## config.mk

```make
export PLATFORM = sky130hd
export DESIGN_NAME = burst_act_flat
export DESIGN_NICKNAME = d
export VERILOG_FILES = /design/src/rtl/burst_act_if.sv /design/src/rtl/burst_act.sv /design/src/flat_wrapper.sv
export SDC_FILE = /design/constraint.sdc
export NUM_CORES = 1
export LEC_CHECK = 0
export CORE_ASPECT_RATIO = 0.6
export CORE_MARGIN = 3
export CORE_UTILIZATION = 25
export CTS_BUF_LIST = sky130_fd_sc_hd__clkbuf_8
export DETAILED_ROUTE_END_ITERATION = 10
export DONT_BUFFER_PORTS = 1
export PLACE_DENSITY_LB_ADDON = 0.2
export SYNTH_ARGS = -nofsm -noshare
export SYNTH_HDL_FRONTEND = slang
export SYNTH_SLANG_ARGS = --single-unit
```

## constraint.sdc

```tcl
create_clock -name clock_t -period 2.2 [get_ports clock_t]
set_input_delay 0.44 -clock clock_t [delete_from_list [all_inputs] [get_ports clock_t]]
set_output_delay 0.44 -clock clock_t [all_outputs]
set_load 0.02 [all_outputs]
```

## src/rtl/burst_act_if.sv

```systemverilog
// burst_act_if: request, precharge-block and ACT-issue signals between the
// upstream request source (master) and the ACT scheduler (slave).
interface burst_act_if;
    // Upstream request channel
    logic        req_valid;
    logic [1:0]  req_rw;
    logic [2:0]  req_bank;
    logic [15:0] req_row;
    logic        req_ready;

    // Precharge in progress: ACT issue is held off while high
    logic        pre_rdy;

    // ACT issue towards the CAS stage
    logic        act_rdy;
    logic [1:0]  act_rw;
    logic [2:0]  act_bank;
    logic [15:0] act_row;
    logic        act_idle;

    // Request source / precharge side
    modport master (
        output req_valid,
        output req_rw,
        output req_bank,
        output req_row,
        output pre_rdy,
        input  req_ready,
        input  act_rdy,
        input  act_rw,
        input  act_bank,
        input  act_row,
        input  act_idle
    );

    // ACT scheduler side
    modport slave (
        input  req_valid,
        input  req_rw,
        input  req_bank,
        input  req_row,
        input  pre_rdy,
        output req_ready,
        output act_rdy,
        output act_rw,
        output act_bank,
        output act_row,
        output act_idle
    );
endinterface

```

## src/rtl/burst_act.sv

```systemverilog
// burst_act: queues row-activate requests in a small FIFO and issues them as
// one-cycle ACT pulses, spaced by tRRD and blocked while a precharge is in
// progress. Defining BURST_ACT_FAW_EN adds a four-activate-window (tFAW)
// limit built from a ring of four down-counters.
module burst_act #(
    parameter int TRRD   = 4,
    parameter int TFAW   = 20,
    parameter int QDEPTH = 4
) (
    input  logic       clock_t,
    input  logic       reset,
    burst_act_if.slave bus
);

    localparam int               PTR_W    = $clog2(QDEPTH);
    localparam int               CNT_W    = PTR_W + 1;
    localparam int               ENTRY_W  = 2 + 3 + 16;
    localparam logic [1:0]       RW_READ  = 2'b01;
    // The tRRD counter is loaded as the ACT leaves the bus; the next ACT is
    // scheduled in the cycle the counter reads zero and appears one cycle
    // later, giving exactly TRRD cycles between pulses.
    localparam logic [3:0]       RRD_LOAD = 4'(TRRD - 2);
    localparam logic [CNT_W-1:0] FULL_CNT = CNT_W'(QDEPTH);

    // Reject illegal parameter sets at elaboration time
    generate
        if ((TRRD < 3) || (TRRD > 15) || (TFAW < 4 * TRRD) || (TFAW > 63) ||
            (QDEPTH < 2) || (QDEPTH > 8) || ((QDEPTH & (QDEPTH - 1)) != 0)) begin : g_bad_params
            $error("burst_act: parameter out of range");
        end
    endgenerate

    typedef enum logic [1:0] {
        ACT_IDLE = 2'd0,
        ACT_WAIT = 2'd1,
        ACT_CMD  = 2'd2
    } state_t;

    state_t             r_state;
    state_t             w_state_next;

    logic [ENTRY_W-1:0] r_mem [QDEPTH];
    logic [PTR_W-1:0]   r_wr_ptr;
    logic [PTR_W-1:0]   r_rd_ptr;
    logic [CNT_W-1:0]   r_count;
    logic [CNT_W-1:0]   w_count_next;
    logic [ENTRY_W-1:0] w_head;

    logic               w_ready;
    logic               w_push;
    logic               w_pop;
    logic               w_issue;
    logic               w_rrd_ok;
    logic               w_faw_ok;

    logic [3:0]         r_rrd_cnt;

    logic [1:0]         r_act_rw;
    logic [2:0]         r_act_bank;
    logic [15:0]        r_act_row;

    // ------------------------------------------------------------------
    // Request FIFO
    // ------------------------------------------------------------------
    // Ready depends only on the registered occupancy, so a pop in the same
    // cycle never lets a full FIFO take a request.
    assign w_ready = (r_count != FULL_CNT);
    assign w_push  = bus.req_valid & w_ready;
    assign w_pop   = (r_state == ACT_CMD);
    assign w_head  = r_mem[r_rd_ptr];

    // Occupancy after this edge's push and pop
    always_comb begin
        w_count_next = r_count;
        case ({w_push, w_pop})
            2'b10:   w_count_next = r_count + CNT_W'(1);
            2'b01:   w_count_next = r_count - CNT_W'(1);
            default: w_count_next = r_count;
        endcase
    end

    // Storage array; contents need no reset because the pointers define validity
    always_ff @(posedge clock_t) begin
        if (w_push) begin
            r_mem[r_wr_ptr] <= {bus.req_rw, bus.req_bank, bus.req_row};
        end
    end

    // FIFO pointers and occupancy; reset flushes every queued request
    always_ff @(posedge clock_t) begin
        if (reset) begin
            r_wr_ptr <= '0;
            r_rd_ptr <= '0;
            r_count  <= '0;
        end else begin
            if (w_push) begin
                r_wr_ptr <= r_wr_ptr + PTR_W'(1);
            end
            if (w_pop) begin
                r_rd_ptr <= r_rd_ptr + PTR_W'(1);
            end
            r_count <= w_count_next;
        end
    end

    // ------------------------------------------------------------------
    // Timing counters
    // ------------------------------------------------------------------
    assign w_rrd_ok = (r_rrd_cnt == 4'd0);

    // tRRD counter: reloads on every ACT, keeps counting through pre_rdy, saturates at zero
    always_ff @(posedge clock_t) begin
        if (reset) begin
            r_rrd_cnt <= 4'd0;
        end else if (w_pop) begin
            r_rrd_cnt <= RRD_LOAD;
        end else if (r_rrd_cnt != 4'd0) begin
            r_rrd_cnt <= r_rrd_cnt - 4'd1;
        end
    end

`ifdef BURST_ACT_FAW_EN
    // Each slot remembers one of the last four ACTs. The slot under the
    // pointer belongs to the fourth-previous ACT, and the next ACT may be
    // scheduled once it has drained to zero.
    localparam logic [5:0] FAW_LOAD = 6'(TFAW - 2);

    logic [1:0] r_faw_ptr;
    logic [3:0] w_faw_zero;

    genvar gi;
    generate
        for (gi = 0; gi < 4; gi++) begin : g_faw
            logic [5:0] r_faw_cnt;

            // Window counter for one ACT slot, loaded when that slot is reused
            always_ff @(posedge clock_t) begin
                if (reset) begin
                    r_faw_cnt <= 6'd0;
                end else if (w_pop && (r_faw_ptr == 2'(gi))) begin
                    r_faw_cnt <= FAW_LOAD;
                end else if (r_faw_cnt != 6'd0) begin
                    r_faw_cnt <= r_faw_cnt - 6'd1;
                end
            end

            assign w_faw_zero[gi] = (r_faw_cnt == 6'd0);
        end
    endgenerate

    // Ring pointer advances past the slot just loaded by an ACT
    always_ff @(posedge clock_t) begin
        if (reset) begin
            r_faw_ptr <= 2'd0;
        end else if (w_pop) begin
            r_faw_ptr <= r_faw_ptr + 2'd1;
        end
    end

    assign w_faw_ok = w_faw_zero[r_faw_ptr];
`else
    assign w_faw_ok = 1'b1;
`endif

    // ------------------------------------------------------------------
    // Issue FSM
    // ------------------------------------------------------------------
    assign w_issue = (r_state == ACT_WAIT) & w_rrd_ok & w_faw_ok & ~bus.pre_rdy;

    // State register
    always_ff @(posedge clock_t) begin
        if (reset) begin
            r_state <= ACT_IDLE;
        end else begin
            r_state <= w_state_next;
        end
    end

    // Next-state logic: ACT_CMD is a single cycle; leave it for ACT_WAIT if
    // anything (including a same-cycle push) is still queued after the pop.
    always_comb begin
        w_state_next = r_state;
        case (r_state)
            ACT_IDLE: begin
                if (r_count != '0) begin
                    w_state_next = ACT_WAIT;
                end
            end
            ACT_WAIT: begin
                if (w_issue) begin
                    w_state_next = ACT_CMD;
                end
            end
            ACT_CMD: begin
                if (w_count_next != '0) begin
                    w_state_next = ACT_WAIT;
                end else begin
                    w_state_next = ACT_IDLE;
                end
            end
            default: w_state_next = ACT_IDLE;
        endcase
    end

    // ACT payload: captured from the FIFO head as ACT_CMD is entered and held afterwards
    always_ff @(posedge clock_t) begin
        if (reset) begin
            r_act_rw   <= RW_READ;
            r_act_bank <= 3'd0;
            r_act_row  <= 16'd0;
        end else if (w_issue) begin
            r_act_rw   <= w_head[20:19];
            r_act_bank <= w_head[18:16];
            r_act_row  <= w_head[15:0];
        end
    end

    // ------------------------------------------------------------------
    // Outputs
    // ------------------------------------------------------------------
    assign bus.req_ready = w_ready;
    assign bus.act_rdy   = (r_state == ACT_CMD);
    assign bus.act_rw    = r_act_rw;
    assign bus.act_bank  = r_act_bank;
    assign bus.act_row   = r_act_row;
    assign bus.act_idle  = (r_state == ACT_IDLE) && (r_count == '0);

endmodule
```

## src/flat_wrapper.sv

```systemverilog
// flat-port wrapper written by rule: the top's interface ports become plain ports
module burst_act_flat 
#(
    parameter int TRRD   = 4,
    parameter int TFAW   = 20,
    parameter int QDEPTH = 4
)
  (clock_t, reset, bus_req_valid, bus_req_rw, bus_req_bank, bus_req_row, bus_pre_rdy, bus_req_ready, bus_act_rdy, bus_act_rw, bus_act_bank, bus_act_row, bus_act_idle);
  burst_act_if bus_i ();
  input  logic clock_t;
  input  logic reset;
  input wire logic [$bits(bus_i.req_valid)-1:0] bus_req_valid;
  input wire logic [$bits(bus_i.req_rw)-1:0] bus_req_rw;
  input wire logic [$bits(bus_i.req_bank)-1:0] bus_req_bank;
  input wire logic [$bits(bus_i.req_row)-1:0] bus_req_row;
  input wire logic [$bits(bus_i.pre_rdy)-1:0] bus_pre_rdy;
  output wire logic [$bits(bus_i.req_ready)-1:0] bus_req_ready;
  output wire logic [$bits(bus_i.act_rdy)-1:0] bus_act_rdy;
  output wire logic [$bits(bus_i.act_rw)-1:0] bus_act_rw;
  output wire logic [$bits(bus_i.act_bank)-1:0] bus_act_bank;
  output wire logic [$bits(bus_i.act_row)-1:0] bus_act_row;
  output wire logic [$bits(bus_i.act_idle)-1:0] bus_act_idle;
  assign bus_i.req_valid = bus_req_valid;
  assign bus_i.req_rw = bus_req_rw;
  assign bus_i.req_bank = bus_req_bank;
  assign bus_i.req_row = bus_req_row;
  assign bus_i.pre_rdy = bus_pre_rdy;
  assign bus_req_ready = bus_i.req_ready;
  assign bus_act_rdy = bus_i.act_rdy;
  assign bus_act_rw = bus_i.act_rw;
  assign bus_act_bank = bus_i.act_bank;
  assign bus_act_row = bus_i.act_row;
  assign bus_act_idle = bus_i.act_idle;
  burst_act #(.TRRD(TRRD), .TFAW(TFAW), .QDEPTH(QDEPTH)) u_core (.clock_t(clock_t), .reset(reset), .bus(bus_i));
endmodule
```

* Word-level counts from Yosys, hierarchy flattened
Memory sizes are Yosys's and may differ from the RTL's. A register that Yosys moved wholly into a read port is not among the register bits. Index checks and enable logic that the tools add are counted.
Operators by class: reduce and logical (&&, ||, !) cells 10, muxes and demuxes 9, eq/ne operators 7, $add $sub $neg 5, bitwise operators 4
Operators by type and width (count):
- 2-to-1 mux 2 bit | 4
- one-hot mux 2 bit (3 select lines) | 1
- one-hot mux 3 bit (2 select lines) | 1
- nonzero test 3 bit | 2
- adder 2 x 1 -> 2 bit (second input constant) | 2
- equality test 2 x 1 -> 1 bit (second input constant) | 2
- equality test 2 bit (second input constant) | 2
- zero test 4 bit | 1
- != test 2 x 1 -> 1 bit (second input constant) | 2
- nonzero test 4 bit | 1
- subtractor 4 x 1 -> 4 bit (second input constant) | 1
- adder 3 x 1 -> 3 bit (second input constant) | 1
- AND 1 bit | 3
- zero test 3 bit | 1
- 2-to-1 mux 1 bit | 3
- != test 3 bit (second input constant) | 1
- subtractor 3 x 1 -> 3 bit (second input constant) | 1
- zero test 2 bit | 1
- AND reduction 2 bit | 1
- nonzero test 2 bit | 1
- OR reduction 2 bit | 1
- logical AND 1 bit | 1
- NOT 1 bit | 1
Word-level totals: input bits 25, flip-flop bits (word level) 13, bits in writable memories 84, memories kept 1, output and inout port bits 24
Memories:
- u_core.r_mem | depth 4, bits a word 21, rd ports 1, clocked after Yosys merged registers in 1, write ports 1, RTL line burst_act.sv:42 | logic [ENTRY_W-1:0] r_mem [QDEPTH];

* Logic depth before layout (Yosys ltp)
depth in word-level cells 7, mapped depth 8, mapped depth without buffers 7

* Worst setup path after synthesis
OpenSTA, ideal clock, no wires.
kind flip-flop to flip-flop, from register u_core.r_count[0], to register u_core.r_state[0], required time 2099 ps, data arrival time 2368 ps, cell stages (with the launch flop) 9, path slack -269 ps, setup time 101 ps, path buffers 1, path through dfxtp_1 -> or3b_2 -> clkbuf_1 -> nand2_1 -> ha_1 -> fa_1 -> xnor2_1 -> mux2_2 -> o41ai_1
Between the ends: word-level cells in the longest chain between the ends 7
Ends and longest elaborated chain:
- start: declaration | RTL line burst_act.sv:45 | logic [CNT_W-1:0] r_count;
- start signal: assignment | RTL line burst_act.sv:102 | r_count <= w_count_next;
- != test 3 bit * | RTL line burst_act.sv:67 | assign w_ready = (r_count != FULL_CNT);
- named net bus_req_ready | RTL line flat_wrapper.sv:17 | output wire logic [$bits(bus_i.req_ready)-1:0] bus_req_ready;
- AND 1 bit * | RTL line burst_act.sv:68 | assign w_push = bus.req_valid & w_ready;
- equality test 2 x 1 -> 1 bit / equality test 2 bit (equally long branches) | RTL line burst_act.sv:75 | case ({w_push, w_pop})
- one-hot mux 3 bit (2 select lines) * | RTL line burst_act.sv:75
- nonzero test 3 bit * | RTL line burst_act.sv:195 | if (w_count_next != '0) begin
- 2-to-1 mux 1 bit * | RTL line burst_act.sv:195
- one-hot mux 2 bit (3 select lines) * | RTL line burst_act.sv:183 | case (r_state)
- end signal: assignment | RTL line burst_act.sv:175 | r_state <= w_state_next;
- end: declaration | RTL line burst_act.sv:39 | state_t r_state;
The timed path passes the listed nets; every way through them passes the cells marked *. A chain may end at the register's enable or synchronous reset.

* Worst setup path after layout
from register u_core.r_count[2], to register u_core.r_state[0]
Between the ends: word-level cells in the longest chain between the ends 7
Ends and longest elaborated chain (RTL line):
- != test 3 bit | burst_act.sv:67
- AND 1 bit | burst_act.sv:68
- equality test 2 x 1 -> 1 bit / equality test 2 bit (equally long branches) | burst_act.sv:75
- one-hot mux 3 bit (2 select lines) | burst_act.sv:75
- nonzero test 3 bit | burst_act.sv:195
- 2-to-1 mux 1 bit | burst_act.sv:195
- one-hot mux 2 bit (3 select lines) | burst_act.sv:183
Several ways; a longest one is shown, not always the timed one.

==> run_results.csv <==
group,metric,value,unit
power_and_ir_drop,vdd_ir_drop_max,0.381,mV
clock_network,cts_inserted_buffers,17,
logic_synthesis,synth_edf_count,84,
floorplanning,die_width,181,um
logic_synthesis,synthTopCellsByArea,"edfxtp_1 (55%), dfxtp_1 (15%), mux4_2 (10%), o311a_1 (3.9%), a21o_1 (3.6%)",
setup_path,crit_type,"reg2reg",
timing,setup_ws,0.0619,ns
min_path,min_to,"u_core.r_count[2]$_SDFF_PP0_",
setup_path,crit_fanout,7,
final_layout,synthToLayoutAreaGrowth,16.2,%
final_layout,multiInputGateArea,1300,sq um
setup_path,cp-start-kind,"register",
placed_design,numPortBuffers,0,
setup_path,cp_cell_sequence,"or3b_4, nand2_1, ha_4, fa_1, xnor2_2, mux2_4, o41ai_2",
timing,rsz0062_at_grt,"no",
clock_network,clock_latency,0.43,ns
routing,wl_per_cell,19.7,um
placed_design,hpwl,6.71,mm
run,maxCapViolCount,0,
clock_network,holdBufCountCts,0,
routing,wl,10.4,mm
timing,fin_setup_tns,0,ns
clock_network,cts_sinks,118,
final_layout,num-nets-final,310,
logic_synthesis,synth_top_area_share,54.8,%
logic_synthesis,syn_area,4600,sq um
logic_synthesis,synth_common_cells,"edfxtp_1 (84), dfxtp_1 (34), a21o_1 (22), mux4_2 (21), o311a_1 (18)",
power_and_ir_drop,switchingPower,1.43,mW
timing,min_period_over_period,97.2,%
power_and_ir_drop,power_density,975,nW/um^2
logic_synthesis,synthArstFlopShare,0,%
setup_path,r2r_slack,0.06,ns
global_route,overflow,0,
logic_synthesis,synth_ff_type,"edfxtp_1",
routing,first_iter_violations,177,
power_and_ir_drop,clkPwrFrac,35.5,%
timing,finalHoldViolations,0,
floorplanning,start_util,26.1,%
power_and_ir_drop,combPwrFrac,12.5,%
setup_path,end_kind,"register",
power_and_ir_drop,swShare,27.4,%
power_and_ir_drop,p_int,3.78,mW
timing,hold_ws,0.0857,ns
logic_synthesis,synth_largest_area_cell,"edfxtp_1",
global_route,grt_max_degree,26,
setup_path,r2r-end,"u_core.r_state[0]$_SDFFE_PP0P_",
logic_synthesis,synth_cell_type_count,42,
power_and_ir_drop,seq_power_share,52.0,%
final_layout,n_fill_cell,1735,
floorplanning,core_area,17600,sq um
timing,tightest_slew,0.619,ns
final_layout,final-seq-area,3210,sq um
final_layout,num_antenna_cells,0,
final_layout,drive_above_1_share,27.7,%
clock_network,cts_buffer_depth,2,
global_route,track_usage,10.8,%
timing,post-route-min-period,2.14,ns
setup_path,cp.required,2.52,ns
setup_path,crit_slowest_cell,"fa_1",
clock_network,cts_tree,"done",
status,outcome,"finished clean",
setup_path,worst_r2r_path_depth,7,
logic_synthesis,yosysSeqAreaShare,69.6,%
global_route,grt_pass1_vias,2554,
logic_synthesis,yosys.cell_count.top_type,"edfxtp_1",
setup_path,r2r-start,"u_core.r_count[2]$_SDFF_PP0_",
min_path,min_delay_path_depth,1,
logic_synthesis,synth_fp_nets,296,
logic_synthesis,synth_area_per_cell,17.4,sq um
logic_synthesis,ys_seq_elements,118,
timing,finalMaxSlewViolations,0,
power_and_ir_drop,p_leak,1.93,nW
routing,vias,2382,
clock_network,path_clk_slew,0.07,ns
final_layout,fin_util,30.4,%
timing,final-setup-viol-count,0,
routing,vias_per_cell,4.53,
routing,drc_errors,0,
logic_synthesis,ys_warn_count,0,
global_route,grt_antenna_before_repair,0,
placed_design,post-place-ws,0.0255,ns
floorplanning,die_area,20100,sq um
setup_path,crit_path_max_incr_delay,0.46,ns
floorplanning,ios,49,
global_route,grt_pass1_wl,16.0,mm
timing,relSlewSlack,58.8,%
timing,skew,0.0190,ns
routing,firstDrtPassIters,4,
routing,ant_nets,0,
floorplanning,fp-row-count,37,
floorplanning,die_h,111,um
clock_network,root_buffer,"clkbuf_8",
setup_path,arrival,2.46,ns
placed_design,gp_congestion,0.621,
logic_synthesis,syn_inst,265,
timing,clock.fmax,0.468,GHz
clock_network,ctsHtreeMaxLevel,4,
min_path,worstHoldStart,"reset",
min_path,hold_class,"in2reg",
==> power groups by stage <==
stage / logic [mW] / clock network, mW / registers, mW
after global routing: 0.712 / 2.02 / 2.73
after floorplan: 0.473 / 0 / 2.73
after CTS: 0.627 / 1.92 / 2.71
after detailed placement: 0.618 / 0 / 2.76
after global placement: 0.617 / 0 / 2.76
final: 0.651 / 1.85 / 2.71
==> stage by stage <==
step | cells | area (sq um) | total power, mW
after floorplan | 265 | 4640 | 3.21
after global placement | 493 | 4940 | 3.38
after detailed placement | 493 | 4940 | 3.38
after CTS | 525 | 5320 | 5.26
after global routing | 526 | 5340 | 5.46
final | 526 | 5340 | 5.21
==> layout by cell type, fill, tap and decap left out, types with 3 or more instances in the layout <==
master       n
inv_6        3
a21oi_1      5
clkinvlp_4   3
dfxtp_1     31
clkinv_4     4
o21ai_0      3
edfxtp_1    84
buf_4       15
inv_1        5
nor2_1       7
ha_1         4
clkbuf_8    18
a21o_1      22
o311a_1     18
and3_1       5
mux4_2      21
==> worst max-delay path, delay by kind of cell (launching register included) <==
kind,cells,cell delay (ns)
AOI/OAI and AO/OA,1,0.20
xor gates and xnor gates,1,0.22
adders and majority gates,2,0.64
DFF,1,0.36
muxes,1,0.32
and+or+nand+nor,2,0.31
==> flip-flops by register name, indices dropped and copies added, names as in the netlist <==
name	flops
u_core.r_mem	84
u_core.bus.act_row	16
u_core.r_rrd_cnt	4
u_core.bus.act_bank	3
u_core.r_count	3
u_core.bus.act_rw	2
u_core.r_rd_ptr	2
u_core.r_state	2
u_core.r_wr_ptr	2
==> how the worst max path moves through the flow <==
stage / from / end / slack [ns] / depth (start not counted)
detailed placement: u_core.r_count[1]$_SDFF_PP0_ / u_core.r_state[0]$_SDFFE_PP0P_ / 0.03 / 7
floorplan: u_core.r_state[1]$_SDFFE_PP0P_ / u_core.r_state[0]$_SDFFE_PP0P_ / 0.006 / 8
CTS: u_core.r_count[1]$_SDFF_PP0_ / u_core.r_state[0]$_SDFFE_PP0P_ / 0.02 / 7
global route: u_core.r_count[2]$_SDFF_PP0_ / u_core.r_state[0]$_SDFFE_PP0P_ / 0.007 / 7
finish: u_core.r_count[2]$_SDFF_PP0_ / u_core.r_state[0]$_SDFFE_PP0P_ / 0.06 / 7
global placement: u_core.r_count[1]$_SDFF_PP0_ / u_core.r_state[0]$_SDFFE_PP0P_ / 0.08 / 7
==> repair_timing <==
item / CTS / global route
resized for setup: 1 / 4
endpoints found under the setup margin: 1 / 2
setup buffers: 0 / 1
pin swaps: 0 / 3
==> cell type report <==
type	count	share of cell area, %
clock inverters	14	2.37
multi-input cells	121	24.3
well taps	234	5.48
inverters	4	0.281
clock buffers	18	4.64
flip-flops and latches	118	60.1
repair buffers	17	2.86
==> per-layer routing <==
layer	track usage [%]	wire (um)	vias up
met5	0	0	-
met1	13.6	4720	1225
met2	15.9	4670	50
met4	3.35	69	0
met3	5.80	889	7
li1	-	-	1100
==> cells by family after synthesis <==
| group | after synthesis | share of synthesized area [%] |
|---|---|---|
| adders and majority gates | 6 | 1.80 |
| muxes | 23 | 10.7 |
| AOI/OAI and AO/OA | 56 | 9.85 |
| xor gates and xnor gates | 4 | 0.762 |
| DFF | 118 | 69.6 |
| and+or+nand+nor | 32 | 4.19 |
| buffers and inverters | 26 | 3.02 |
No activity file was read; power rests on OpenSTA's default activity.
